`src/rtl/mux4_pkg.sv`:
```
// Shared types and sizes for the 4:1 mux round-robin select controller.
package mux4_pkg;

    localparam int N_CH  = 4;
    localparam int SEL_W = 2;

    typedef enum logic {
        IDLE  = 1'b0,
        GRANT = 1'b1
    } state_t;

endpackage

```
`src/rtl/rr_pick4.sv`:
```
// Combinational round-robin pick: first requester after base, wrapping,
// so base itself is chosen only when it is the sole requester.
module rr_pick4
    import mux4_pkg::*;
(
    input  logic [N_CH-1:0]  req,
    input  logic [SEL_W-1:0] base,
    output logic             any,
    output logic [SEL_W-1:0] idx
);

    logic [SEL_W-1:0] cand;

    // Walk from farthest to nearest so the nearest hit wins.
    always_comb begin
        any  = |req;
        idx  = base;
        cand = base;
        for (int i = N_CH; i >= 1; i--) begin
            cand = base + SEL_W'(i);
            if (req[cand]) begin
                idx = cand;
            end
        end
    end

endmodule

```
`src/rtl/mux4_rr_select_ctrl.sv`:
```
// Round-robin select controller driving a 4:1 mux sel with a
// valid/ready qualified output and a per-grant beat limit.
module mux4_rr_select_ctrl
    import mux4_pkg::*;
#(
    parameter int MAX_BEATS = 4
)
(
    input  logic             clk,
    input  logic             rst_n,
    input  logic [N_CH-1:0]  req,
    input  logic             out_ready,
    output logic [SEL_W-1:0] sel,
    output logic [N_CH-1:0]  grant,
    output logic             out_valid,
    output logic             busy
);

    localparam int CNT_W = $clog2(MAX_BEATS) + 1;

    state_t           state, state_n;
    logic [SEL_W-1:0] last_ptr, last_n;
    logic [SEL_W-1:0] sel_n;
    logic [N_CH-1:0]  grant_n;
    logic [CNT_W-1:0] beat_cnt, cnt_n;
    logic [SEL_W-1:0] pick_base, pick_idx;
    logic             pick_any;
    logic             fire;
    logic             last_beat;
    logic             rel;

    assign busy      = (state == GRANT);
    assign out_valid = busy && req[sel];
    assign fire      = out_valid && out_ready;
    assign last_beat = (beat_cnt == CNT_W'(MAX_BEATS - 1));

    // On release the channel just served becomes the new base.
    assign pick_base = busy ? sel : last_ptr;

    rr_pick4 u_pick (
        .req  (req),
        .base (pick_base),
        .any  (pick_any),
        .idx  (pick_idx)
    );

    always_comb begin
        state_n = state;
        sel_n   = sel;
        grant_n = grant;
        last_n  = last_ptr;
        cnt_n   = beat_cnt;
        rel     = 1'b0;
        case (state)
            IDLE: begin
                if (pick_any) begin
                    state_n = GRANT;
                    sel_n   = pick_idx;
                    grant_n = N_CH'(1) << pick_idx;
                    cnt_n   = '0;
                end
            end
            GRANT: begin
                if (!req[sel]) begin
                    rel = 1'b1;
                end else if (fire && last_beat) begin
                    rel = 1'b1;
                end else if (fire) begin
                    cnt_n = beat_cnt + CNT_W'(1);
                end
                if (rel) begin
                    last_n = sel;
                    cnt_n  = '0;
                    if (pick_any) begin
                        sel_n   = pick_idx;
                        grant_n = N_CH'(1) << pick_idx;
                    end else begin
                        state_n = IDLE;
                        grant_n = '0;
                    end
                end
            end
            default: begin
                state_n = IDLE;
                grant_n = '0;
                cnt_n   = '0;
            end
        endcase
    end

    always_ff @(posedge clk or negedge rst_n) begin
        if (!rst_n) begin
            state    <= IDLE;
            sel      <= '0;
            grant    <= '0;
            last_ptr <= SEL_W'(N_CH - 1);
            beat_cnt <= '0;
        end else begin
            state    <= state_n;
            sel      <= sel_n;
            grant    <= grant_n;
            last_ptr <= last_n;
            beat_cnt <= cnt_n;
        end
    end

endmodule

```
`config.mk`:
```
export PLATFORM = sky130hd
export DESIGN_NAME = mux4_rr_select_ctrl
export DESIGN_NICKNAME = d
export VERILOG_FILES = /design/src/rtl/mux4_pkg.sv /design/src/rtl/rr_pick4.sv /design/src/rtl/mux4_rr_select_ctrl.sv
export SDC_FILE = /design/constraint.sdc
export NUM_CORES = 1
export LEC_CHECK = 0
export ABC_AREA = 1
export BUFFER_PORTS_ARGS = -buffer_cell sky130_fd_sc_hd__buf_2
export CORE_UTILIZATION = 49
export DETAILED_ROUTE_END_ITERATION = 10
export HOLD_SLACK_MARGIN = 0.06
export MAX_ROUTING_LAYER = met4
export PLACE_DENSITY = 0.79
export SLEW_MARGIN = 20
export SYNTH_ARGS = -nofsm -noshare
export SYNTH_HDL_FRONTEND = slang
export SYNTH_SLANG_ARGS = --single-unit
```
`constraint.sdc`:
```
create_clock -name clk -period 1.7 [get_ports clk]
set_clock_uncertainty 0.2 [all_clocks]
set_input_delay 0.17 -clock clk [delete_from_list [all_inputs] [get_ports clk]]
set_output_delay 0.17 -clock clk [all_outputs]
set_load 0.005 [all_outputs]
```
==> results of run 1 <==
worst min path at each step:
| stage | startpoint | endpoint | slack [ns] | cells after the start |
|---|---|---|---|---|
| 2_1_floorplan | rst_n | beat_cnt[0] | -0.33 | 0 |
| 4_1_cts | req[0] | busy | 0.06 | 3 |
| 3_3_place_gp | rst_n | grant[0] | -0.14 | 1 |
| 3_5_place_dp | rst_n | grant[2] | -0.14 | 1 |
| 6_report | req[3] | busy | 0.10 | 3 |
| 5_1_grt | req[0] | busy | 0.11 | 3 |
report_power, final:
group | leakage [nW] | internal (mW) | switching [mW] | total, mW
registers | 0.145 | 0.419 | 0.108 | 0.527
clock network | 0.0150 | 0.0910 | 0.0968 | 0.188
logic | 0.505 | 0.661 | 0.918 | 1.58
cells in the mapped netlist, drive strengths merged:
cell type | n | area [um2]
a21oi | 2 | 10.0
a22o | 1 | 8.76
and2 | 1 | 6.26
buf | 1 | 11.3
dfrtp | 10 | 250
dfstp | 2 | 52.6
ha | 2 | 25.0
inv | 21 | 81.3
nand2 | 61 | 303
nand3 | 10 | 55.1
nand4 | 1 | 6.26
nor2 | 5 | 18.8
o21ai | 12 | 63.8
o21bai | 2 | 22.5
o22ai | 1 | 12.5
through the flow:
step / total power, mW / setup TNS (ns)
2_1_floorplan: 1.50 / 0
3_3_place_gp: 1.85 / -0.311
3_5_place_dp: 1.89 / -0.519
4_1_cts: 2.16 / -0.161
5_1_grt: 2.50 / -0.858
6_report: 2.29 / -0.216
registers in the layout, summed over array words and instances, names as in the netlist:
name      flops
beat_cnt      3
busy          1
sel           2
last_ptr      2
grant         4
layout make-up:
| class | count | share of cell area |
|---|---|---|
| Multi-Input combinational cell | 99 | 0.492 |
| Timing Repair Buffer | 26 | 0.138 |
| Tap cell | 25 | 0.0261 |
| Clock buffer | 4 | 0.0219 |
| Sequential cell | 12 | 0.254 |
| Inverter | 21 | 0.0678 |
worst max-delay path, cell delays in order, from the launching register on:
cell and delay, ns:
dfstp_2 0.58, inv_2 0.04, nand2_2 0.07, nand2_4 0.08, nand2_2 0.07, nand2_2 0.08
nand2_2 0.07, nand2_1 0.06, inv_2 0.07, o21ai_2 0.05, nand2_2 0.07, nand2_2 0.06
nand2_1 0.05, o21ai_1 0.07
per-layer routing:
metal | global-route usage | routed length (um)
met1 | 0.284 | 893
met4 | 0.152 | 63
met3 | 0.0357 | 79
met2 | 0.409 | 1130
met5 | - | 0
cells by family (layout without fill, tap and decap cells):
logic type | count (synthesis) | count (layout) | synth area share
simple gates | 78 | 79 | 0.420
buf+inv | 22 | 51 | 0.0999
compound gates | 18 | 18 | 0.127
flops | 12 | 12 | 0.327
fa+ha+maj | 2 | 2 | 0.0270
what timing repair did:
action | in CTS | in global routing
resized for setup | 9 | 13
gates cloned | 1 | 0
endpoints found under the hold margin | 14 | 0
buffers inserted | 1 | 1
pin swaps | 1 | 4
setup endpoints to repair | 9 | 11
hold buffers | 2 | 0
==> summary.txt, run 1 <==
DP Area = 1080 um2
Initial Util = 0.531
fin area = 1200 um2
# setup viols final = 5
max frequency = 0.572 GHz
via/cell ratio = 4.89
Clock Tree Root = clkbuf_4
Ys Warns = 0
WHS = 0.103 ns
static leakage = 0.665 nW
minimum clock period = 1.75 ns
Critical Path AT = 1.70 ns
Layout Cells excl Fill = 187
Post-route DRC = 0
worst slack, placed = -0.0934 ns
CTS tree = done
clk buf depth = 2
Max H-tree Level = 1
CP endpoint kind = flop
n_diodes = 0
final weighted congestion in routability-driven placement = 0.868
Max-slew headroom = 0.816
Syn Nets = 141
IO buf count = 14
worst min-delay path class = in -> reg
Netlist cell types = 23
Chip Height = 45.5 um
Post-DP HPWL = 1.56 mm
gr usage total = 0.249
most common cell after layout, fill and taps aside = nand2_1
Critical Path Start = last_ptr[0]
Max-Cap Viols = 0
worst path required time = 1.65 ns
Reg-to-Reg End = sel[0]
Crit Reg-Reg Startpoint = last_ptr[0]
ratio of cells with drive above 1 in the final layout = 0.475
Final Util = 0.687
Yosys reg bits = 12
initial drt markers = 23
First-pass DRT Iterations = 4
# fillers = 159
antenna violations before repair = 0
Startpoint Class = flop
global route total overflow = 0
Die Width = 45.5 um
placed instance count = 178
RSZ-0062 raised after global routing = yes
worst-path fanout max = 6
via count = 915
Antenna Nets Post-Route = 0
core area = 1750 um2
fin. max-slew vios = 0
wirelength, routed = 2.17 mm
final hold violation count = 0
most frequent cells in the layout = nand2_1 (38), nand2_2 (19), inv_1 (14), buf_2 (14), buf_4 (10)
Row Count = 15
vias in the first global route = 870
fin crit share = 1.03
Post-Syn Area = 927 um2
Clock transition at path regs = 0.07 ns
WL per Instance = 11.6 um
largest net degree at the start of global routing = 13
Tightest Pin Transition = 0.276 ns
Clk Latency, worst-skew pair = 0.28 ns
first-pass GRT wire length = 3.48 mm
post-route setup slack = -0.0480 ns
Worst Setup Path Type = reg -> reg
P&R area growth vs syn = 29.4%
Setup crit end = sel[0]
failing checks = negative setup slack
Final nets = 172
I/O pins = 15
Clock Sinks = 12
Seq. cell area = 305 um2
Die ar. = 2070 um2
outcome = finished, violations left
TritonCTS buffer count = 3
r2r setup slk = -0.05 ns
Worst VDD drop = 1070 uV
reg2reg path depth = 13
sequential area share after synthesis = 0.327
Cells after Synth = 132
area of the multi-input gates = 591 um2
mean post-synth cell area = 7.02 um2
Pwr per Cell Area = 1910 nW/um2
Power figures use the tool's default switching activity.
==> run 2, diff against run 1 <==
--- a/config.mk
+++ b/config.mk
@@ -7,6 +7,7 @@
 export LEC_CHECK = 0
 export ABC_AREA = 1
 export BUFFER_PORTS_ARGS = -buffer_cell sky130_fd_sc_hd__buf_2
+export CORE_MARGIN = 2
 export CORE_UTILIZATION = 49
 export DETAILED_ROUTE_END_ITERATION = 10
 export HOLD_SLACK_MARGIN = 0.06
==> run 2 against run 1 <==
The flow still finishes with violations (negative setup slack). Sequential share of layout area down 0.80 points. Maximum frequency down 2.1%. Die area up 9.0%. Design area up 3.2%. Worst hold slack worse by 0.021 ns. Register-to-register slack worse by 0.04 ns. Combinational power up 5%. Clock power up 25%. Critical path type unchanged. Critical endpoint is now grant[3]. Largest power group unchanged. Highest routed layer unchanged.
==> summary.txt, run 2 (synthesis gave the netlist of run 1 again) <==
outcome = finished, violations left
failing checks = negative setup slack
CTS tree = done
minimum clock period = 1.78 ns
most frequent cells in the layout = nand2_1 (30), nand2_2 (25), inv_1 (15)
P&R area growth vs syn = 33.6%
Max H-tree Level = 1
final setup TNS = -0.427 ns
static leakage = 0.679 nW
largest net degree at the start of global routing = 13
via/cell ratio = 5.07
RSZ-0062 raised after global routing = yes
cells along the critical path = inv_2 -> nand2_2 -> nand2_4 -> nand2_2 -> nand2_2 -> nand2_2 -> nand2_2 -> o21ai_2 -> nand2_2 -> nand2_2 -> nand2_2 -> o21bai_2
Post-DP HPWL = 1.68 mm
Max-Cap Viols = 0
Layout Cells excl Fill = 187
# setup viols final = 7
first-pass GRT wire length = 3.48 mm
Pwr per Cell Area = 1950 nW/um2
CP endpoint kind = flop
TritonCTS buffer count = 3
placed instance count = 177
fin. max-slew vios = 0
Final Util = 0.710
wirelength, routed = 2.39 mm
Startpoint Class = flop
Worst Setup Path Type = reg -> reg
vias in the first global route = 852
Die Width = 47.5 um
Clock Tree Root = clkbuf_4
WHS = 0.0822 ns
I/O pins = 15
Biggest register = grant
antenna violations before repair = 0
Clk Latency, worst-skew pair = 0.29 ns
worst path required time = 1.72 ns
Antenna Nets Post-Route = 0
Clock transition at path regs = 0.08 ns
final hold violation count = 0
critical path's slowest cell = dfstp_2
Post-route DRC = 0
Critical Path AT = 1.81 ns
worst slack, placed = -0.130 ns
WL per Instance = 12.8 um
fin crit share = 1.05
biggest regs = grant x4, beat_cnt x3
Worst VDD drop = 1220 uV
Tightest Pin Transition = 0.299 ns
Initial Util = 0.531
worst min-delay path class = in -> async
Crit path top cell by count = nand2_2
ratio of cells with drive above 1 in the final layout = 0.525
Worst path max stage delay = 0.58 ns
most common cell after layout, fill and taps aside = nand2_1
worst-path fanout max = 6
Chip Height = 47.5 um
max frequency = 0.560 GHz
First-pass DRT Iterations = 4
IO buf count = 14
post-route setup slack = -0.0850 ns
n_diodes = 0
core area = 1750 um2
Row Count = 15
final weighted congestion in routability-driven placement = 0.831
r2r setup slk = -0.08 ns
Clock Sinks = 12
gr usage total = 0.232
initial drt markers = 18
Largest register FFs = 4
clk buf depth = 2
Max-slew headroom = 0.799
via count = 948
Die ar. = 2260 um2
global route total overflow = 0
Final nets = 172
## run 2: changes by cell type in the layout (fill, tap and decap cells not counted), sizes merged
cell / change
buf: +1
nand2: -1
## run 2: cell type report
| type | instances | area, um2 |
|---|---|---|
| fillers | 147 | 507 |
| inverters | 21 | 81.3 |
| well taps | 25 | 31.3 |
| multi-input cells | 98 | 612 |
| repair buffers | 27 | 173 |
| flip-flops and latches | 12 | 305 |
| clock buffers | 4 | 36.3 |
## run 2: final timing paths
path	startpoint	endpoint	depth (start not counted)
worst max-delay path	last_ptr[0]	grant[3]	12
worst min-delay path	rst_n	beat_cnt[1]	2
worst max register to register	last_ptr[0]	grant[3]	12
worst min register to register	grant[2]	grant[2]	2
max in group asynchronous	rst_n	last_ptr[1]	2
min in group clk	req[0]	busy	3
## run 2: stage by stage
| stage | power [mW] | instance area (um2) |
|---|---|---|
| final | 2.42 | 1240 |
| after global routing | 2.59 | 1240 |
| after CTS | 2.30 | 1190 |
| after detailed placement | 1.89 | 1070 |
| after global placement | 1.83 | 1070 |
| after floorplan | 1.50 | 927 |
## run 2: metal layers
layer,track usage,routed length (um)
met1,0.255,956
met2,0.408,1300
met3,0.0340,65
met4,0.106,72
met5,-,0
## run 2: power breakdown
group          internal [mW]  switching, mW
Sequential             0.419          0.102
Clock                  0.131          0.105
Combinational          0.675          0.985
Total                   1.22           1.19
## run 2: worst max-delay path: cells and delay by family (launching register included)
family,cells,cell delay (ns)
buf+inv,1,0.04
flops,1,0.58
compound gates,2,0.25
simple gates,9,0.63
## run 2: what timing repair did
item	4_1_cts	5_1_grt
endpoints found under the hold margin	14	0
buffers inserted	1	3
pin swaps	4	9
hold buffers	2	0
gates resized for setup	20	9
endpoints found under the setup margin	10	11
==> run 3, diff against run 2 <==
--- a/config.mk
+++ b/config.mk
@@ -5,14 +5,13 @@
 export SDC_FILE = /design/constraint.sdc
 export NUM_CORES = 1
 export LEC_CHECK = 0
-export ABC_AREA = 1
 export BUFFER_PORTS_ARGS = -buffer_cell sky130_fd_sc_hd__buf_2
 export CORE_MARGIN = 2
-export CORE_UTILIZATION = 49
+export CORE_UTILIZATION = 46
 export DETAILED_ROUTE_END_ITERATION = 10
 export HOLD_SLACK_MARGIN = 0.06
 export MAX_ROUTING_LAYER = met4
-export PLACE_DENSITY = 0.79
+export PLACE_DENSITY = 0.78
 export SLEW_MARGIN = 20
 export SYNTH_ARGS = -nofsm -noshare
 export SYNTH_HDL_FRONTEND = slang
==> run 3 against run 2 <==
The run still ends with negative setup slack left. Count of clock-buffer cells in the layout unchanged. Area after synthesis decreased by 24%. Routed wire length decreased by 31%. Sequential power shrank 2%.
==> summary.txt, run 3 <==
via/cell ratio = 5.48
sequential area share after synthesis = 0.428
via count = 603
largest area contributor in the netlist = dfrtp_1
Chip Height = 43.2 um
biggest regs = grant x4, beat_cnt x3
Clock Sinks = 12
mux cell area share after synthesis = 0.161
worst-path fanout max = 5
top-area cell type share of the netlist area = 0.353
Critical Path AT = 1.92 ns
WL per Instance = 15.0 um
area of the multi-input gates = 415 um2
Max-Cap Viols = 0
Final nets = 104
fin. max-slew vios = 0
mean post-synth cell area = 12.0 um2
Seq. cell area = 305 um2
Post-DP HPWL = 1.12 mm
max frequency = 0.515 GHz
# setup viols final = 12
minimum clock period = 1.94 ns
ratio of cells with drive above 1 in the final layout = 0.606
post-synthesis adder-cell area fraction = 0.0353
Worst Setup Path Type = reg -> reg
Commonest cells post-synth = dfrtp_1 (10), mux2_2 (6), nor2_1 (5)
XOR/XNOR share of the synthesized area = 0
wirelength, routed = 1.65 mm
EDFF count, synth = 0
Post-Syn Area = 708 um2
Cells after Synth = 59
main combinational cell family by area after synthesis = compound AO/OA/AOI/OAI gates
Pwr per Cell Area = 1710 nW/um2
simple logic cell fraction of the synthesized area = 0.106
Max H-tree Level = 1
Clock Tree Root = clkbuf_4
synth top area cells = dfrtp_1 (35%), mux2_2 (9.5%), dfstp_2 (7.4%), ha_1 (3.5%), mux4_2 (3.2%)
first-pass GRT wire length = 2.69 mm
I/O pins = 15
gr usage total = 0.209
largest net degree at the start of global routing = 13
CP endpoint kind = flop
Startpoint Class = flop
final setup TNS = -2.35 ns
dominant synthesized flop cell = dfrtp_1
fin crit share = 1.14
Row Count = 14
fraction of registers with async set/reset = 1.00
CTS tree = done
worst min-delay path class = in -> async
Synth Area in Compound Gates = 0.239
Die ar. = 1870 um2
fin area = 1010 um2
Layout Cells excl Fill = 110
WHS = 0.0864 ns
core area = 1470 um2
global route total overflow = 0
Tot Pwr = 1.73 mW
P&R area growth vs syn = 42.9%
# fillers = 116
Tightest Pin Transition = 0.445 ns
Post-route DRC = 0
Worst VDD drop = 823 uV
clk buf depth = 2
Clk Latency, worst-skew pair = 0.28 ns
worst path required time = 1.67 ns
most frequent cells in the layout = buf_4 (14), buf_2 (13), dfrtp_1 (8)
Biggest register = grant
final hold violation count = 0
failing checks = negative setup slack
Syn Nets = 68
outcome = finished, violations left
initial drt markers = 8
vias in the first global route = 634
n_diodes = 0
IO buf count = 14
post-route setup slack = -0.243 ns
antenna violations before repair = 0
Die Width = 43.2 um
Clock transition at path regs = 0.08 ns
Max-slew headroom = 0.702
Initial Util = 0.481
static leakage = 0.485 nW
DP Area = 906 um2
Largest register FFs = 4
First-pass DRT Iterations = 4
most instantiated library cell after synthesis = dfrtp_1
Antenna Nets Post-Route = 0
Ys Warns = 0
most common cell after layout, fill and taps aside = buf_4
Yosys reg bits = 12
TritonCTS buffer count = 3
Netlist cell types = 31
placed instance count = 102
final weighted congestion in routability-driven placement = 0.889
RSZ-0062 raised after global routing = yes
[run 3: cell count changes after synthesis, moves of 4 or more]
cell / before / now
inv_1: 16 / 3
nand3_1: 9 / 1
inv_2: 4 / 0
nand2_2: 14 / 0
mux2_2: 0 / 6
o21ai_0: 5 / 0
nand2_1: 43 / 4
o21ai_1: 6 / 1
[run 3: timing repair]
item	4_1_cts	5_1_grt
hold buffers	2	0
gates resized for setup	7	3
setup buffers	2	0
hold endpoints to repair	13	0
setup endpoints to repair	12	12
pin swaps	0	3
[run 3: stage by stage]
stage / utilization / setup WS (ns)
after floorplan: - / -0.130
after global placement: 0.616 / -0.145
after detailed placement: 0.616 / -0.167
after CTS: 0.677 / -0.217
after global routing: 0.688 / -0.299
final: 0.688 / -0.243
[run 3: logic make-up (layout without fill, tap and decap cells)]
group,count (synthesis),count (layout)
compound gates,17,17
fa+ha+maj,2,2
buf+inv,4,39
flops,12,12
mux,9,9
simple gates,15,15
[run 3: path summary, 6_finish.rpt]
kind                       depth (start not counted)           to       from  slack [ns]
setup / recovery                                   5       sel[1]     sel[1]       -0.24
hold / removal                                     2     grant[3]      rst_n        0.09
setup reg to reg                                   5       sel[1]     sel[1]       -0.24
hold reg to reg                                    1     grant[0]   grant[0]        0.30
max in group asynchronous                          2  last_ptr[0]      rst_n        0.94
min in group clk                                   3  beat_cnt[2]  out_ready        0.13
[run 3: power breakdown]
part / internal [mW] / switching (mW)
combinational: 0.570 / 0.415
sequential: 0.417 / 0.0917
clock: 0.131 / 0.103
total: 1.12 / 0.610
[run 3: critical path: stages, from the launching register on]
cell and delay [ns]:
dfrtp_2 0.41, mux4_2 0.55, buf_6 0.15, a21boi_4 0.17, a21bo_1 0.24, o21a_1 0.11
[run 3: metal layers]
metal / global-route usage / vias up / share of wire
met1: 0.230 / 288 / 0.43
met5: - / - / 0
met3: 0.0255 / 6 / 0.041
li1: - / 294 / -
met4: 0.145 / 0 / 0.028
met2: 0.346 / 15 / 0.50
[run 3: final cells by class]
cell class	count	share of cell area
sequential	12	0.302
tap	16	0.0198
timing repair buffer	32	0.221
multi-input combinational	43	0.410
clock buffer	4	0.0358
inverter	3	0.0111
